`src/rtl/fpu_share_arbiter_pkg.sv`:
```
// Shared FPU definitions: operator encoding, idle operator,
// arbiter state type and the two-cycle operator set.
package fpu_share_arbiter_pkg;

    typedef enum logic [4:0] {
        _FADDS,
        _FSUBS,
        _FMULS,
        _FDIVS,
        _FSQRTS,
        _FSGNJS,
        _FSGNJNS,
        _FSGNJXS,
        _FMINS,
        _FMAXS,
        _FMADD,
        _FMSUB,
        _FNMADD,
        _FNMSUB,
        _FCVTWS,
        _FCVTSW
    } OPERATOR_t;

    // Single-cycle op that keeps the FPU cycle tracker parked.
    localparam OPERATOR_t FPU_NOP_OP = _FSGNJS;

    typedef enum logic [1:0] {
        IDLE,
        EXEC,
        RESP
    } ARB_STATE_t;

    function automatic logic fpu_is_two_cycle(input OPERATOR_t op);
        case (op)
            _FADDS, _FSUBS,
            _FMADD, _FMSUB,
            _FNMADD, _FNMSUB: return 1'b1;
            default:          return 1'b0;
        endcase
    endfunction

endpackage

```
`src/rtl/fpu_rr_arbiter.sv`:
```
// Round-robin grant: priority starts one past the last grant
// and wraps; one-hot grant plus its index.
module fpu_rr_arbiter #(
    parameter int NUM_REQ = 4,
    parameter int IDX_W   = $clog2(NUM_REQ)
) (
    input  logic [NUM_REQ-1:0] i_req,
    input  logic [IDX_W-1:0]   i_last,
    output logic [NUM_REQ-1:0] o_gnt,
    output logic [IDX_W-1:0]   o_idx,
    output logic               o_vld
);

    function automatic int wrap(input int v);
        return (v >= NUM_REQ) ? v - NUM_REQ : v;
    endfunction

    always_comb begin
        o_gnt = '0;
        o_idx = '0;
        o_vld = 1'b0;
        for (int i = 1; i <= NUM_REQ; i++) begin
            if (!o_vld && i_req[wrap(int'(i_last) + i)]) begin
                o_vld = 1'b1;
                o_gnt[wrap(int'(i_last) + i)] = 1'b1;
                o_idx = IDX_W'(wrap(int'(i_last) + i));
            end
        end
    end

endmodule

```
`src/rtl/fpu_share_arbiter.sv`:
```
// Shares one FPU among NUM_REQ requesters: round-robin issue,
// operands held through the FPU wait cycle, result returned to owner.
module fpu_share_arbiter
    import fpu_share_arbiter_pkg::*;
#(
    parameter int NUM_REQ = 4,
    parameter int IDX_W   = $clog2(NUM_REQ)
) (
    input  logic               clk_i,
    input  logic               rst_i,
    input  logic [NUM_REQ-1:0] req_valid_i,
    output logic [NUM_REQ-1:0] req_ready_o,
    input  OPERATOR_t          req_op_i    [NUM_REQ],
    input  logic [31:0]        req_opnd1_i [NUM_REQ],
    input  logic [31:0]        req_opnd2_i [NUM_REQ],
    input  logic [31:0]        req_opnd3_i [NUM_REQ],
    output logic [NUM_REQ-1:0] rsp_valid_o,
    input  logic [NUM_REQ-1:0] rsp_ready_i,
    output logic [31:0]        rsp_result_o,
    output OPERATOR_t          fpu_op_o,
    output logic [31:0]        fpu_operand1_o,
    output logic [31:0]        fpu_operand2_o,
    output logic [31:0]        fpu_operand3_o,
    input  logic [31:0]        fpu_result_i,
    input  logic               fpu_wait_i,
    output logic               busy_o
);

    ARB_STATE_t         r_state;
    ARB_STATE_t         w_next;
    logic [IDX_W-1:0]   r_last;
    logic [IDX_W-1:0]   r_owner;
    logic [IDX_W-1:0]   w_idx;
    logic [NUM_REQ-1:0] w_gnt;
    logic               w_gnt_vld;
    logic               w_rsp_done;
    logic               w_can_grant;
    logic               w_accept;
    OPERATOR_t          r_op;
    logic [31:0]        r_opnd1;
    logic [31:0]        r_opnd2;
    logic [31:0]        r_opnd3;
    logic [31:0]        r_result;

    fpu_rr_arbiter #(
        .NUM_REQ (NUM_REQ),
        .IDX_W   (IDX_W)
    ) u_rr (
        .i_req  (req_valid_i),
        .i_last (r_last),
        .o_gnt  (w_gnt),
        .o_idx  (w_idx),
        .o_vld  (w_gnt_vld)
    );

    // A new op may issue in the same cycle the previous response retires.
    assign w_rsp_done  = (r_state == RESP) && rsp_ready_i[r_owner];
    assign w_can_grant = (r_state == IDLE) || w_rsp_done;
    assign w_accept    = w_can_grant && w_gnt_vld;

    assign req_ready_o  = w_can_grant ? w_gnt : '0;
    assign rsp_valid_o  = (r_state == RESP) ? (NUM_REQ'(1) << r_owner) : '0;
    assign rsp_result_o = r_result;
    assign busy_o       = (r_state != IDLE);

    always_comb begin
        w_next = r_state;
        case (r_state)
            IDLE: if (w_accept) w_next = EXEC;
            EXEC: if (!fpu_wait_i) w_next = RESP;
            RESP: begin
                if (w_rsp_done) w_next = w_accept ? EXEC : IDLE;
            end
            default: w_next = IDLE;
        endcase
    end

    always_comb begin
        fpu_op_o       = FPU_NOP_OP;
        fpu_operand1_o = '0;
        fpu_operand2_o = '0;
        fpu_operand3_o = '0;
        if (r_state == EXEC) begin
            fpu_op_o       = r_op;
            fpu_operand1_o = r_opnd1;
            fpu_operand2_o = r_opnd2;
            fpu_operand3_o = r_opnd3;
        end
    end

    always_ff @(posedge clk_i) begin
        if (rst_i) begin
            r_state  <= IDLE;
            r_last   <= IDX_W'(NUM_REQ - 1);
            r_owner  <= '0;
            r_op     <= FPU_NOP_OP;
            r_opnd1  <= '0;
            r_opnd2  <= '0;
            r_opnd3  <= '0;
            r_result <= '0;
        end else begin
            r_state <= w_next;
            if (w_accept) begin
                r_last  <= w_idx;
                r_owner <= w_idx;
                r_op    <= req_op_i[w_idx];
                r_opnd1 <= req_opnd1_i[w_idx];
                r_opnd2 <= req_opnd2_i[w_idx];
                r_opnd3 <= req_opnd3_i[w_idx];
            end
            if (r_state == EXEC && !fpu_wait_i) begin
                r_result <= fpu_result_i;
            end
        end
    end

endmodule

```
`config.mk`:
```
export PLATFORM = sky130hd
export DESIGN_NAME = fpu_share_arbiter
export DESIGN_NICKNAME = d
export VERILOG_FILES = /design/src/rtl/fpu_share_arbiter_pkg.sv /design/src/rtl/fpu_rr_arbiter.sv /design/src/rtl/fpu_share_arbiter.sv
export SDC_FILE = /design/constraint.sdc
export NUM_CORES = 1
export LEC_CHECK = 0
export CAP_MARGIN = 15
export CORE_AREA = 2 2 230 232
export CTS_CLUSTER_DIAMETER = 120
export DETAILED_ROUTE_END_ITERATION = 16
export DIE_AREA = 0 0 232 234
export PLACE_DENSITY = 0.58
export SETUP_SLACK_MARGIN = 0.3
export SYNTH_ARGS = -nofsm -noshare
export SYNTH_HDL_FRONTEND = slang
export SYNTH_HIERARCHICAL = 1
export SYNTH_SLANG_ARGS = --single-unit
export TNS_END_PERCENT = 5
```
`constraint.sdc`:
```
create_clock -name clk_i -period 3.7 [get_ports clk_i]
set_input_delay 1.11 -clock clk_i [delete_from_list [all_inputs] [get_ports clk_i]]
set_output_delay 1.11 -clock clk_i [all_outputs]
set_load 0.01 [all_outputs]
```
==> results by group <==
Final layout
  – Final std cells w/o fill: 2245
  – Antenna cells: 0
  – Area growth, synth to finish: 83.6%
  – Final net count: 1999
  – Layout cell share with drive strength beyond 1: 0.170
  – Fillers: 5246

Synth
  – Most used DFF post-synth: dfxtp_1
  – Synth warn: 6
  – Area leader, netlist: dfxtp_1
  – Synth area leaders: dfxtp_1, mux4_2, nand2b_1
  – Mapped Area: 9620 sq um
  – Avg Cell Area, Syn: 10.3 sq um
  – #FFs+latches synth: 139
  – Async SR Flop Fraction: 0
  – Sequential fraction of the synthesis area: 0.289
  – Post-synthesis instance total: 934
  – Syn nets: 1389
  – EDFF count, synth: 0
  – Synth cell types: 41
  – Top-area cell type share of the netlist area: 0.289

GRT
  – Largest net degree at the start of global routing: 110
  – Vias in the first global route: 9605
  – GR Util All Layers: 0.138
  – GRT overflow: 0
  – First-pass GRT wire length: 56400 um
  – Initial antenna violation count: 3

STA
  – Period minus WS final: 3.72 ns
  – Worst setup margin: -0.0210 ns
  – Setup_tns: -0.0410 ns
  – # setup viols final: 2
  – Clock Skew: 0.00989 ns
  – Final Max Tran Viols: 0
  – Maximum clock rate: 269 MHz
  – Tcrit/Tclk final: 1.01
  – Relative slew slack: 0.504
  – Unrepaired setup endpoints after global routing: yes
  – Final Hold Vio Count: 0
  – Worst slew pin tran: 0.743 ns

Power and ir drop
  – PwrDens: 516 nW/um^2
  – Leakage power: 6.55 nW
  – Max IR drop VDD: 343 uV
  – Total power: 9.11 mW

Floorplan
  – I/O Pins: 589
  – Die width: 232 um
  – Die footprint: 54300 sq um
  – Die H: 234 um
  – Core Footprint: 52000 sq um
  – Std cell rows: 84
  – Initial Utilization: 0.185

Placement
  – Placed cell count: 2186
  – Buffers added on ports: 588
  – Placement Setup Slack: -0.721 ns
  – Placer Congestion: 0.803
  – Post-DP HPWL: 31100 um

Detailed routing
  – Final routed DRC violation total: 0
  – DRT antenna net count: 0
  – WL/cell: 17.7 um
  – DRT Pass-1 Iters: 4
  – Final wirelength: 39800 um
  – Routed vias: 9359
  – Drt first-iter violations: 347
  – Vias per Instance: 4.17

Critical path
  – WP data arrival: 2.61 ns
  – Crit-path max FO: 6
  – Crit path capture type: primary output
  – Critical path type: in2out
  – Critical Path RT: 2.59 ns
  – Startpoint Class: input port

Hold path
  – Hold crit path type: reg2reg

CTS
  – Max clock buf depth: 2
  – CTS tree: yes
  – Clk slew on worst S/H paths: 0.06 ns
  – Clock sink count: 139
  – H-tree Lvls: 4
  – Total CTS buffers: 17
  – Clk_lat worst skew: 0.47 ns
  – CTS Root Cell: clkbuf_16

Status
  – Status: complete, but fails checks
  – Failing checks: negative setup slack

Run
  – Max Cap Violations: 0
==> stage by stage <==
step | util | instance area, sq um | hold slack, ns
final | 0.339 | 17700 | 0.454
after global routing | 0.339 | 17700 | 0.475
after CTS | 0.334 | 17400 | 0.457
after detailed placement | 0.319 | 16600 | 0.448
after global placement | 0.319 | 16600 | 0.442
after floorplan | - | 9620 | 0.444
==> logic make-up (layout without fill, tap and decap cells) <==
family,count (synthesis),in the layout,synth area share
and+or+nand+nor,417,417,0.252
AOI/OAI and AO/OA,61,61,0.0415
muxes,213,213,0.356
adders and majority gates,8,8,0.0104
DFF,139,139,0.289
buffers and inverters,96,719,0.0509
==> synthesized netlist by cell type (4+ instances only) <==
cell	n
nor2_1	11
o31ai_1	4
buf_2	16
ha_1	8
nand2_1	70
mux4_2	103
clkbuf_1	49
mux2i_1	109
buf_1	7
a21oi_1	39
nand2b_1	207
buf_4	5
nor3_1	7
buf_6	12
inv_1	7
dfxtp_1	139
a221o_1	5
and2_1	105
==> metal layers <==
| metal | GRT usage | wire length, um | vias up |
|---|---|---|---|
| met5 | 0 | 27 | - |
| met4 | 0.0515 | 792 | 4 |
| met3 | 0.0445 | 2910 | 41 |
| met2 | 0.241 | 20400 | 343 |
| met1 | 0.157 | 15700 | 4478 |
| li1 | - | - | 4493 |
==> registers in the layout, indices dropped and copies added, names as in the netlist <==
signal / flops
r_opnd1: 32
r_opnd2: 32
r_opnd3: 32
rsp_result_o: 32
r_op: 5
r_last: 2
r_owner: 2
r_state: 2
==> cells in the final DEF (no fill, tap or decap), drive strengths merged, types with 4 or more instances in the layout <==
cell,Yosys,layout
nand2,70,70
a221o,5,5
and2,105,105
mux2i,109,109
buf,40,96
inv,7,10
nor3,7,7
clkbuf,49,23
dfxtp,139,139
ha,8,8
mux4,103,103
clkdlybuf4s50,0,576
a21oi,39,39
clkinv,0,6
nor2,11,11
o31ai,4,4
nand2b,207,207
==> worst max-delay path, stage by stage <==
cell and delay [ns]:
buf_8 0.10, buf_6 0.11, mux2i_1 0.17, mux2i_1 0.13, buf_4 0.16, a311oi_4 0.22, buf_4 0.17, buf_6 0.09
a221o_1 0.11, and2_1 0.11, buf_2 0.13
==> where the power goes <==
group	internal (mW)	total (mW)	switching, mW
logic	3.17	5.29	2.11
clock network	0.994	1.74	0.747
registers	1.89	2.08	0.191
==> timing repair <==
item,CTS,global route
endpoints found under the setup margin,57,158
setup buffers,22,1
gates cloned,0,4
hold buffers,0,0
hold endpoints to repair,0,0
pin swaps,7,6
gates resized for setup,54,44
==> path summary, 6_finish.rpt <==
path / from / endpoint / slack [ns] / cells after the start
worst max-delay path: req_valid_i[0] / req_ready_o[2] / -0.02 / 11
worst min-delay path: rsp_result_o[10]$_SDFFE_PP0P_ / rsp_result_o[10]$_SDFFE_PP0P_ / 0.45 / 2
worst max register to register: r_last[1]$_SDFFE_PP1P_ / r_opnd1[15]$_SDFFE_PP0P_ / 0.23 / 18
worst min register to register: rsp_result_o[10]$_SDFFE_PP0P_ / rsp_result_o[10]$_SDFFE_PP0P_ / 0.45 / 2
==> cell type report <==
type,instances,area (sq um),share of cell area
well taps,688,861,0.0488
clock inverters,13,143,0.00808
clock buffers,19,433,0.0245
multi-input cells,699,6460,0.366
flip-flops and latches,139,2790,0.158
repair buffers,680,6940,0.393
inverters,7,28.8,0.00163
(Power assumes the default switching activity.)
